==> src/rtl/multi_rate_clock_gen_m_pkg.sv <==
// Shared definitions for the multi-rate clock generator: FSM encoding,
// default half-period table and the half-period lookup helper.
package clock_gen_pkg;

    localparam logic [1:0] ST_LOW     = 2'd0;
    localparam logic [1:0] ST_HIGH    = 2'd1;
    localparam logic [1:0] ST_STRETCH = 2'd2;

    localparam int          TBL_W            = 256;
    localparam logic [31:0] DEF_HALF_PERIODS = {8'd8, 8'd4, 8'd2, 8'd1};

    // Entry k of a packed table of cnt_w-bit fields; a zero entry reads as 1.
    function automatic logic [31:0] half_len(input logic [TBL_W-1:0] tbl,
                                             input int unsigned      k,
                                             input int unsigned      cnt_w);
        logic [31:0] mask;
        logic [31:0] v;
        mask = (cnt_w >= 32) ? '1 : ((32'd1 << cnt_w) - 32'd1);
        v    = 32'(tbl >> (k * cnt_w)) & mask;
        return (v == '0) ? 32'd1 : v;
    endfunction

endpackage

==> src/rtl/multi_rate_clock_gen_m_select_sync.sv <==
// Synchroniser for the asynchronous rate request, followed by a stability
// filter and range check that produce the accepted request pending_op.
module select_sync_m #(
    parameter int NUM_RATES   = 4,
    parameter int SEL_W       = 2,
    parameter int SYNC_STAGES = 2,
    parameter int RESET_RATE  = 3
) (
    input  logic             ck_ip,
    input  logic             resetb,
    input  logic [SEL_W-1:0] select_ip,
    output logic [SEL_W-1:0] pending_op
);

    localparam logic [SEL_W-1:0] RST_SEL = SEL_W'(RESET_RATE);
    localparam logic [SEL_W:0]   NR      = (SEL_W+1)'(NUM_RATES);

    logic [SEL_W-1:0] r_sync [SYNC_STAGES];
    logic             r_agree;
    logic [SEL_W-1:0] r_pending;
    logic             w_agree;
    logic             w_in_range;

    // Agreement must hold on two consecutive cycles, i.e. three equal samples,
    // so a skewed multi-bit change or a single-cycle glitch is never accepted.
    assign w_agree    = (r_sync[SYNC_STAGES-1] == r_sync[SYNC_STAGES-2]);
    assign w_in_range = ({1'b0, r_sync[SYNC_STAGES-1]} < NR);

    always_ff @(posedge ck_ip or negedge resetb) begin
        if (!resetb) begin
            for (int i = 0; i < SYNC_STAGES; i++) r_sync[i] <= RST_SEL;
            r_agree   <= 1'b1;
            r_pending <= RST_SEL;
        end else begin
            r_sync[0] <= select_ip;
            for (int i = 1; i < SYNC_STAGES; i++) r_sync[i] <= r_sync[i-1];
            r_agree <= w_agree;
            if (r_agree && w_agree && w_in_range) r_pending <= r_sync[SYNC_STAGES-1];
        end
    end

    assign pending_op = r_pending;

endmodule

==> src/rtl/multi_rate_clock_gen_m.sv <==
// Glitch-free N-rate clock divider: rate changes only at the low-to-high
// boundary, low phases can be stretched by hold_ip, edge strobes provided.
module multi_rate_clock_gen_m
    import clock_gen_pkg::*;
#(
    parameter int                           NUM_RATES    = 4,
    parameter int                           SEL_W        = 2,
    parameter int                           CNT_W        = 8,
    parameter logic [NUM_RATES*CNT_W-1:0]   HALF_PERIODS = DEF_HALF_PERIODS,
    parameter int                           SYNC_STAGES  = 2,
    parameter int                           RESET_RATE   = 3
) (
    input  logic             ck_ip,
    input  logic             resetb,
    input  logic [SEL_W-1:0] select_ip,
    input  logic             hold_ip,
    output logic             ck_op,
    output logic             rise_en_op,
    output logic             fall_en_op,
    output logic [SEL_W-1:0] selected_op,
    output logic             switching_op
);

    localparam int               NSEL    = 2**SEL_W;
    localparam logic [TBL_W-1:0] W_TBL   = TBL_W'(HALF_PERIODS);
    localparam logic [CNT_W-1:0] RST_CNT = CNT_W'(half_len(W_TBL, RESET_RATE, CNT_W) - 32'd1);
    localparam logic [SEL_W-1:0] RST_SEL = SEL_W'(RESET_RATE);

    logic [CNT_W-1:0] w_half [NSEL];
    logic [SEL_W-1:0] w_pending;
    logic             w_do_rise;

    logic [1:0]       r_state;
    logic [CNT_W-1:0] r_cnt;
    logic             r_ck;
    logic             r_rise;
    logic             r_fall;
    logic [SEL_W-1:0] r_sel;
    logic             r_sw;

    for (genvar k = 0; k < NSEL; k++) begin : g_half
        if (k < NUM_RATES) begin : g_rate
            assign w_half[k] = CNT_W'(half_len(W_TBL, k, CNT_W));
        end else begin : g_unused
            assign w_half[k] = CNT_W'(1);
        end
    end

    select_sync_m #(
        .NUM_RATES   (NUM_RATES),
        .SEL_W       (SEL_W),
        .SYNC_STAGES (SYNC_STAGES),
        .RESET_RATE  (RESET_RATE)
    ) u_sync (
        .ck_ip      (ck_ip),
        .resetb     (resetb),
        .select_ip  (select_ip),
        .pending_op (w_pending)
    );

    // The rise is the single point where a new rate is adopted.
    assign w_do_rise = !hold_ip && ((r_state == ST_LOW && r_cnt == '0) ||
                                    (r_state == ST_STRETCH));

    always_ff @(posedge ck_ip or negedge resetb) begin
        if (!resetb) begin
            r_state <= ST_LOW;
            r_cnt   <= RST_CNT;
            r_ck    <= 1'b0;
            r_rise  <= 1'b0;
            r_fall  <= 1'b0;
            r_sel   <= RST_SEL;
            r_sw    <= 1'b0;
        end else begin
            r_rise <= 1'b0;
            r_fall <= 1'b0;
            r_sw   <= (w_pending != r_sel);
            if (w_do_rise) begin
                r_sel   <= w_pending;
                r_ck    <= 1'b1;
                r_cnt   <= w_half[w_pending] - 1'b1;
                r_rise  <= 1'b1;
                r_state <= ST_HIGH;
            end else begin
                case (r_state)
                    ST_LOW: begin
                        if (r_cnt != '0) r_cnt <= r_cnt - 1'b1;
                        else             r_state <= ST_STRETCH;
                    end
                    ST_STRETCH: ;
                    ST_HIGH: begin
                        if (r_cnt != '0) begin
                            r_cnt <= r_cnt - 1'b1;
                        end else begin
                            // Low phase reuses the rate of the high phase it follows.
                            r_ck    <= 1'b0;
                            r_cnt   <= w_half[r_sel] - 1'b1;
                            r_fall  <= 1'b1;
                            r_state <= ST_LOW;
                        end
                    end
                    default: begin
                        r_ck    <= 1'b0;
                        r_state <= ST_LOW;
                    end
                endcase
            end
        end
    end

    assign ck_op        = r_ck;
    assign rise_en_op   = r_rise;
    assign fall_en_op   = r_fall;
    assign selected_op  = r_sel;
    assign switching_op = r_sw;

endmodule

==> config.mk <==
export PLATFORM = sky130hd
export DESIGN_NAME = multi_rate_clock_gen_m
export DESIGN_NICKNAME = d
export VERILOG_FILES = /design/src/rtl/multi_rate_clock_gen_m_pkg.sv /design/src/rtl/multi_rate_clock_gen_m_select_sync.sv /design/src/rtl/multi_rate_clock_gen_m.sv
export SDC_FILE = /design/constraint.sdc
export NUM_CORES = 1
export LEC_CHECK = 0
export ABC_AREA = 1
export BUFFER_PORTS_ARGS = -buffer_cell sky130_fd_sc_hd__buf_2
export CELL_PAD_IN_SITES_DETAIL_PLACEMENT = 1
export CELL_PAD_IN_SITES_GLOBAL_PLACEMENT = 1
export CORE_AREA = 8 8 64 66
export CTS_BUF_LIST = sky130_fd_sc_hd__clkbuf_8
export CTS_CLUSTER_DIAMETER = 60
export DETAILED_ROUTE_END_ITERATION = 16
export DIE_AREA = 0 0 72 74
export PLACE_DENSITY_LB_ADDON = 0.3
export SLEW_MARGIN = 20
export SYNTH_ARGS = -nofsm -noshare
export SYNTH_HDL_FRONTEND = slang
export SYNTH_HIERARCHICAL = 1
export SYNTH_SLANG_ARGS = --single-unit
==> constraint.sdc <==
create_clock -name ck_ip -period 1.8 [get_ports ck_ip]
set_input_delay 0.36 -clock ck_ip [delete_from_list [all_inputs] [get_ports ck_ip]]
set_output_delay 0.36 -clock ck_ip [all_outputs]
set_load 0.005 [all_outputs]
Word level (Yosys, flattened, before mapping)
Cells that the tools add are included.

Register bits: 23. Input port bits: 5. Output and inout port bits: 6. Logic and storage cells: 61.

Add/subtract/negate cells: 3. $lt $le $gt $ge: 2. Equality and inequality tests: 9. Mux-type cells: 21. Bitwise logic cells: 2. Reduce and logical (&&, ||, !) cells: 13.

Operators by type and width (count): $mux W8 (7); $bmux W8 S2 (2); $sub A8 B1 Y8 const B (3); $pmux W8 S2 (1); $logic_not A8 Y1 (1); $reduce_bool A8 Y1 (1); $ge A3 B3 Y1 const B (2); $mux W1 (6); $mux W2 (3); $ne A3 B3 Y1 const B (2); $not A2 Y3 (2); $pmux W2 S3 (1); $reduce_and A2 Y1 (2); $logic_and A1 B1 Y1 (3); $ne A3 B2 Y1 const B (1); $reduce_and A3 Y1 (1); $reduce_bool A3 Y1 (1); $eq A2 B1 Y1 const B (1); $eq A2 B2 Y1 (1); $eq A2 B2 Y1 const B (1); $logic_not A2 Y1 (1); $ne A2 B1 Y1 const B (1); $ne A2 B2 Y1 (1); $ne A2 B2 Y1 const B (1); other kinds (4) (4).

Logic depth before layout (Yosys ltp)
Gate-level depths: netlist of the first run.

Word-level depth: 8. Depth in mapped cells: 12. Gate-level depth less buffers: 12.

Cells and area by module
The synthesis of the first run kept the hierarchy.

By module, submodules not included: multi_rate_clock_gen_m (instances 1, cells each 151, area each 1082.3 µm², seq. area each 406.6 µm²); select_sync_m (instances 1, cells each 25, area each 270.3 µm², seq. area each 183.9 µm²).

Worst setup path before layout of the first run
OpenSTA, ideal clock, no wires.

Path type: flip-flop to flip-flop. Start point: register r_cnt[0]. End point: register r_ck (netlist: ck_op). Library setup time: 130 ps. Arrival: 1382 ps. Required time: 1670 ps. Setup slack: 288 ps. Stages on the path, launching flop included: 11. Path buffers: 0. Period minus slack after synthesis: 1512 ps. Cells stage by stage: dfstp_2 > inv_1 > ha_1 > nand2_1 > nor2_2 > nand2_1 > nand2_2 > nand3_4 > inv_2 > nor2_1 > a21oi_1.

Longest elaborated chain between the ends: 6. Elaborated cells on any way between the ends: 9. Classes of those cells: eq/ne: 2; mux: 1; reduce/logical: 6.

RTL lines: from (decl) (RTL line multi_rate_clock_gen_m.sv:34) `logic [CNT_W-1:0] r_cnt;`; from (signal assigned) (RTL line multi_rate_clock_gen_m.sv:81) `r_cnt <= w_half[w_pending] - 1'b1;`; from (signal assigned) (RTL line multi_rate_clock_gen_m.sv:87) `if (r_cnt != '0) r_cnt <= r_cnt - 1'b1;`; from (signal assigned) (RTL line multi_rate_clock_gen_m.sv:93) `r_cnt <= r_cnt - 1'b1;`; $logic_not A8 Y1 * (RTL line multi_rate_clock_gen_m.sv:62) `assign w_do_rise = !hold_ip && ((r_state == ST_LOW && r_cnt == '0) ||`; $logic_and A1 B1 Y1 * (RTL line multi_rate_clock_gen_m.sv:62); $logic_or A1 B1 Y1 * (RTL line multi_rate_clock_gen_m.sv:62); $logic_and A1 B1 Y1 * (RTL line multi_rate_clock_gen_m.sv:62); via w_do_rise (RTL line multi_rate_clock_gen_m.sv:31) `logic w_do_rise;`; $ne A3 B3 Y1 (no line) / $ne A2 B1 Y1 (equally long branches); $reduce_and A2 Y1 (no line); to (signal assigned) (RTL line multi_rate_clock_gen_m.sv:69) `r_ck <= 1'b0;`; to (signal assigned) (RTL line multi_rate_clock_gen_m.sv:80) `r_ck <= 1'b1;`; to (signal assigned) (RTL line multi_rate_clock_gen_m.sv:96) `r_ck <= 1'b0;`; to (decl) (RTL line multi_rate_clock_gen_m.sv:35) `logic r_ck;`.

The timed path passes the listed nets; every way through them passes the cells marked *. A chain may end at the register's enable or synchronous reset.

Worst setup path after layout of the first run
Ends and elaborated chain as after synthesis.

==> impl_metrics.py, run 1 <==
metrics = {
    "critical_path": {
        "critPathBufInv": 2,
        "crit_required_ns": 1.98,
        "max_stage_delay_ns": 0.37,
        "path_max_fanout": 10,
        "end_kind": "flop",
        "crit_family": "simple AND/OR/NAND/NOR gates",
        "cpMostUsedCell": "nand2_1",
        "cp_slowest_cell": "dfstp_2",
        "crit_type": "flop to flop",
        "r2r_slack_ns": 0.16,
        "cp_cell_sequence": "inv_1 -> ha_4 -> nand2_1 -> nor2_2 -> nand2_1 -> nand2_2 -> nand3_4 -> inv_2 -> nor2_1 -> a21oi_1",
        "crit_arrival_ns": 1.82,
        "cp-start-kind": "flop",
    },
    "power_and_ir_drop": {
        "p_per_area_nw_per_um2": 1492,
        "finalPower_w": 0.002267,
        "p_leak_nw": 0.7847,
        "peakVddDrop_uv": 659.5,
    },
    "routing": {
        "drt_iter0_drc": 37,
        "vias": 1134,
        "via_per_inst": 4.805,
        "first_pass_iters": 4,
        "ant_nets": 0,
        "post_drt_wl_per_cell_um": 13.29,
        "drc": 0,
        "wl_mm": 3.137,
    },
    "clock_tree": {
        "root_buffer": "clkbuf_8",
        "htree_levels": 1,
        "clkSinkCount": 23,
        "cts_tree": "built",
        "clock_latency_ns": 0.26,
        "clkTransAtPathRegs_ns": 0.08,
        "clock_path_buffers": 2,
        "cts_made_buffers": 3,
    },
    "floorplan": {
        "rows": 21,
        "dieWidth_um": 72,
        "pin_count": 11,
        "die_h_um": 74,
        "die-area_um2": 5328,
        "fp.coreArea_um2": 3179,
        "start_util_pct": 42.54,
    },
    "placed_design": {
        "io_buffers": 10,
        "gp_congestion": 0.8577,
        "place_hpwl_mm": 2.525,
        "pre_cts_slack_ns": 0.08989,
    },
    "global_route": {
        "grt_usage_pct": 12.78,
        "grt_pass1_wl_mm": 5.499,
        "antenna_found_initial": 0,
        "grt_pass1_vias": 1252,
        "grt_max_degree": 24,
        "grt_remaining_overflow": 0,
    },
    "outcome": {
        "status": "finished, final reports clean",
    },
    "sta": {
        "slew_headroom_pct": 65.79,
        "setup_viol": 0,
        "setup_ws_ns": 0.1640,
        "tns_ns": 0,
        "worst_pin_slew_ns": 0.5131,
        "period_minus_slack_ns": 1.636,
        "fin_skew_ns": 0.002533,
        "rsz0062_at_grt": "false",
        "timing.hold.ws_ns": 0.06147,
        "fmax_ghz": 0.6112,
        "finalHoldViolCount": 0,
        "fin_crit_sh_pct": 90.89,
        "report.final.slew_viol_count": 0,
    },
    "synthesis": {
        "seq_area_frac_synth_pct": 43.66,
        "ys_types": 26,
        "async_flop_share_pct": 100.0,
        "yosys-top-cells-count": "nand2_1, inv_1, dfstp_2",
        "ys_warn_count": 6,
        "yosysTopAreaCell": "dfstp_2",
        "netlist_area_um2": 1353,
        "syn_inst": 176,
        "ys_ff_latch": 23,
        "yosysMostFrequentCell": "nand2_1",
        "synth_nets": 185,
        "synth_top_area_share_pct": 23.31,
        "synth_area_per_cell_um2": 7.685,
        "netlist_top_cells_area": "dfstp_2, dfrtp_1, nand2_1, inv_1, ha_1",
        "synth-edff-count": 0,
        "synth_flop_cell": "dfstp_2",
    },
    "finish": {
        "drive_gt1_share_pct": 24.21,
        "diodes": 0,
        "nets": 200,
        "utilization_pct": 47.78,
        "nFillCells": 415,
        "regArea_um2": 590.6,
        "multiInputGateArea_um2": 676.9,
        "area_delta_synth_final_pct": 12.30,
    },
    "hold_path": {
        "hold_class": "input port to asynchronous set/reset pin",
    },
    "run": {
        "maxCapViolCount": 0,
    },
}
-- through the flow --
stage	instances	area (µm²)
finish	236	1519
CTS	236	1506
floorplan	176	1353
detailed placement	232	1460
global placement	232	1460
global route	236	1519
-- report_power, final --
| part | total (W) | internal (W) | leakage (nW) | switching, W |
|---|---|---|---|---|
| clock | 0.000313 | 0.000154 | 0.0255 | 0.000159 |
| sequential | 0.000916 | 0.000732 | 0.265 | 0.000185 |
| combinational | 0.00104 | 0.000391 | 0.495 | 0.000646 |
| total | 0.00227 | 0.00128 | 0.785 | 0.000990 |
-- kinds of logic after synthesis --
| logic type | after synthesis | share of synthesized area [%] |
|---|---|---|
| flops | 23 | 43.66 |
| fa+ha+maj | 4 | 3.700 |
| xor+xnor | 4 | 2.591 |
| buf+inv | 26 | 7.215 |
| simple gates | 106 | 37.37 |
| compound gates | 13 | 5.457 |
-- final cells by class --
class,instances,area share [%]
Tap cell,46,3.789
Inverter,26,6.425
Clock inverter,1,0.3295
Sequential cell,23,38.88
Clock buffer,3,2.718
Timing Repair Buffer,10,3.295
Multi-Input combinational cell,127,44.56
-- final timing paths --
kind	from	end	cells past startpoint
max	r_cnt[0]$_DFFE_PN1P_	ck_op$_DFFE_PN0P_	10
min	resetb	rise_en_op$_DFF_PN0_	1
max reg2reg	r_cnt[0]$_DFFE_PN1P_	ck_op$_DFFE_PN0P_	10
min reg2reg	u_sync/r_sync[3]$_DFF_PN1_	u_sync/r_sync[1]$_DFF_PN1_	0
max in group asynchronous	resetb	r_cnt[1]$_DFFE_PN1P_	1
min in group ck_ip	select_ip[0]	u_sync/r_sync[2]$_DFF_PN1_	1
-- flip-flops by register name, summed over array words and instances, names as in the netlist, 2 cells and up --
name and flops:
u_sync/pending_op 2, r_cnt 8, r_state 2, selected_op 2, u_sync/r_sync 4
-- cells in the final DEF, fill, tap and decap left out, drive strengths merged, types with 2 or more instances in the layout --
| cell | n |
|---|---|
| dfrtp | 11 |
| ha | 4 |
| o211ai | 2 |
| nand2 | 70 |
| xor2 | 2 |
| nand4 | 4 |
| nor2 | 15 |
| xnor2 | 2 |
| nand3 | 13 |
| clkbuf | 3 |
| a21oi | 3 |
| o21ai | 7 |
| dfstp | 12 |
| inv | 26 |
| buf | 10 |
-- routing by layer --
layer | wire length [µm] | up-vias | global-route usage, %
li1 | - | 585 | -
met1 | 1477 | 535 | 15.37
met2 | 1556 | 10 | 22.87
met3 | 76 | 4 | 2.156
met4 | 26 | 0 | 3.628
met5 | 0 | - | 0
-- timing repair --
action                     4_1_cts  5_1_grt
buffers inserted                 0        0
setup endpoints to repair        0        8
gates resized for setup          0        2
hold buffers                     0        0
Note: power is estimated with default switching activity, not from simulation.
==> run 2: changes to the inputs <==
--- a/config.mk
+++ b/config.mk
@@ -9,11 +9,11 @@
 export BUFFER_PORTS_ARGS = -buffer_cell sky130_fd_sc_hd__buf_2
 export CELL_PAD_IN_SITES_DETAIL_PLACEMENT = 1
 export CELL_PAD_IN_SITES_GLOBAL_PLACEMENT = 1
-export CORE_AREA = 8 8 64 66
+export CORE_AREA = 8 8 62 64
 export CTS_BUF_LIST = sky130_fd_sc_hd__clkbuf_8
 export CTS_CLUSTER_DIAMETER = 60
 export DETAILED_ROUTE_END_ITERATION = 16
-export DIE_AREA = 0 0 72 74
+export DIE_AREA = 0 0 70 72
 export PLACE_DENSITY_LB_ADDON = 0.3
 export SLEW_MARGIN = 20
 export SYNTH_ARGS = -nofsm -noshare
==> constraint.sdc (replaced) <==
create_clock -name ck_ip -period 1.95 [get_ports ck_ip]
set_input_delay 0.39 -clock ck_ip [delete_from_list [all_inputs] [get_ports ck_ip]]
set_output_delay 0.39 -clock ck_ip [all_outputs]
set_load 0.005 [all_outputs]
==> run 2 against run 1 <==
  * Sequential cell count unchanged
  * Maximum frequency down 7.6%
  * Global-route usage grew 1.2 points
  * Register-to-register slack better by 0.02 ns
  * Hold slack better by 0.018 ns
  * Worst setup slack improved by 0.016 ns
  * Power down 7.1%
  * Via count is 1.3% higher
==> impl_metrics.py, run 2 (synthesis results as in run 1) <==
metrics = {
    "finish": {
        "top_register": "r_cnt",
        "reg_top3": "r_cnt: 8 flops, u_sync/r_sync: 4 flops",
        "area_delta_synth_final_pct": 10.18,
        "drive_gt1_share_pct": 23.68,
        "utilization_pct": 51.34,
        "diodes": 0,
        "largest_reg_flops": 8,
        "nets": 200,
        "final_common_cell": "nand2_1",
        "nFillCells": 384,
        "final_cell_mix": "nand2_1, inv_1, dfstp_2",
    },
    "clock_tree": {
        "clkTransAtPathRegs_ns": 0.08,
        "cts_made_buffers": 3,
        "post_cts.repair.setup_buffers": 0,
        "clock_path_buffers": 2,
        "clock_latency_ns": 0.27,
        "cts_tree": "built",
        "htree_levels": 1,
        "hold_buffers": 0,
        "cts_resized": 0,
        "clkSinkCount": 23,
        "root_buffer": "clkbuf_8",
    },
    "floorplan": {
        "rows": 20,
        "pin_count": 11,
        "die_h_um": 72,
        "start_util_pct": 46.59,
        "fp.coreArea_um2": 2903,
        "dieWidth_um": 70,
        "die-area_um2": 5040,
    },
    "routing": {
        "drt_iter0_drc": 46,
        "first_pass_iters": 4,
        "post_drt_wl_per_cell_um": 15.09,
        "ant_nets": 0,
        "drc": 0,
        "via_per_inst": 5.152,
        "wl_mm": 3.364,
        "vias": 1149,
    },
    "global_route": {
        "grt_max_degree": 24,
        "grt_usage_pct": 13.99,
        "grt_remaining_overflow": 0,
        "grt_pass1_vias": 1256,
        "grt_pass1_wl_mm": 5.851,
        "antenna_found_initial": 0,
    },
    "sta": {
        "tns_ns": 0,
        "slew_headroom_pct": 66.04,
        "report.final.slew_viol_count": 0,
        "setup_viol": 0,
        "rsz0062_at_grt": "false",
        "fin_skew_ns": 0.001561,
        "period_minus_slack_ns": 1.770,
        "fin_crit_sh_pct": 90.77,
        "setup_ws_ns": 0.1800,
        "worst_pin_slew_ns": 0.5093,
        "fmax_ghz": 0.5650,
        "finalHoldViolCount": 0,
    },
    "critical_path": {
        "crit_required_ns": 2.11,
        "crit_type": "flop to flop",
        "cp-start-kind": "flop",
        "end_kind": "flop",
        "cp_slowest_cell": "dfstp_2",
        "cp_cell_sequence": "inv_1 -> ha_1 -> nand2_1 -> nor2_2 -> nand2_1 -> nand2_2 -> nand3_4 -> nand2_1 -> nand2_1 -> nand2_1 -> nand2_1",
        "cpMostUsedCell": "nand2_1",
        "critPathBufInv": 1,
        "crit_arrival_ns": 1.93,
        "max_stage_delay_ns": 0.37,
        "crit_family": "simple AND/OR/NAND/NOR gates",
        "path_max_fanout": 10,
    },
    "placed_design": {
        "place_hpwl_mm": 2.630,
        "gp_congestion": 0.8913,
        "pre_cts_slack_ns": 0.2270,
        "io_buffers": 10,
    },
    "power_and_ir_drop": {
        "p_int_w": 0.001162,
        "p_per_area_nw_per_um2": 1413,
        "p_clk_share_pct": 14.4,
        "seq_power_share_pct": 40.3,
        "p_switching_w": 0.0009429,
        "p_comb_share_pct": 45.3,
        "power_switching_share_pct": 44.79,
        "peakVddDrop_uv": 750.9,
        "p_leak_nw": 0.7847,
    },
    "outcome": {
        "status": "finished, final reports clean",
    },
    "hold_path": {
        "hold_class": "input port to asynchronous set/reset pin",
    },
    "run": {
        "maxCapViolCount": 0,
    },
}
run 2: changes by cell type in the layout (fill, tap and decap cells not counted):
cell  before  now
ha_4       1    0
ha_1       3    4
run 2: area by class of cell:
cell class | count | area [µm²] | share of cell area (%)
Inverter | 26 | 97.59 | 6.549
Tap cell | 33 | 41.29 | 2.771
Clock inverter | 1 | 5.005 | 0.3359
Sequential cell | 23 | 590.6 | 39.63
Clock buffer | 3 | 41.29 | 2.771
Timing Repair Buffer | 10 | 50.05 | 3.359
Multi-Input combinational cell | 127 | 664.4 | 44.58
run 2: power groups by stage:
| stage | logic, W | clock network (W) | registers (W) |
|---|---|---|---|
| after floorplan | 0.000695 | 0 | 0.000810 |
| final | 0.000953 | 0.000304 | 0.000848 |
| after global routing | 0.00111 | 0.000325 | 0.000874 |
| after global placement | 0.000889 | 0 | 0.000843 |
| after CTS | 0.000965 | 0.000309 | 0.000852 |
| after detailed placement | 0.000946 | 0 | 0.000859 |
run 2: path summary, 6_finish.rpt:
| check | start | slack, ns | to | cells after the start |
|---|---|---|---|---|
| hold reg to reg | u_sync/r_sync[2]$_DFF_PN1_ | 0.39 | u_sync/r_sync[0]$_DFF_PN1_ | 0 |
| max in group asynchronous | resetb | 1.50 | u_sync/r_sync[0]$_DFF_PN1_ | 1 |
| min in group ck_ip | select_ip[0] | 0.21 | u_sync/r_sync[2]$_DFF_PN1_ | 1 |
| hold / removal | resetb | 0.08 | rise_en_op$_DFF_PN0_ | 1 |
| setup reg to reg | r_cnt[0]$_DFFE_PN1P_ | 0.18 | r_cnt[6]$_DFFE_PN0P_ | 11 |
| setup / recovery | r_cnt[0]$_DFFE_PN1P_ | 0.18 | r_cnt[6]$_DFFE_PN0P_ | 11 |
run 2: metal layers:
layer / global-route usage [%] / part of all wire (%) / up-vias
met5: 0 / 0 / -
met4: 4.018 / 1.2 / 0
met3: 2.046 / 1.2 / 5
met2: 25.48 / 54 / 10
met1: 16.57 / 43 / 556
li1: - / - / 578
run 2: worst register-to-register path, stage by stage (launching register included):
cell and delay (ns):
dfstp_2 0.37, inv_1 0.12, ha_1 0.29, nand2_1 0.10
nor2_2 0.14, nand2_1 0.11, nand2_2 0.12, nand3_4 0.14
nand2_1 0.11, nand2_1 0.05, nand2_1 0.06, nand2_1 0.05
run 2: through the flow:
stage,power [W],area [µm²],hold slack [ns],cells
after global placement,0.001732,1444,0.3715,219
after detailed placement,0.001805,1444,0.3771,219
final,0.002105,1490,0.07900,223
after global routing,0.002308,1490,0.1315,223
after floorplan,0.001505,1353,0.09441,176
after CTS,0.002126,1490,0.1024,223
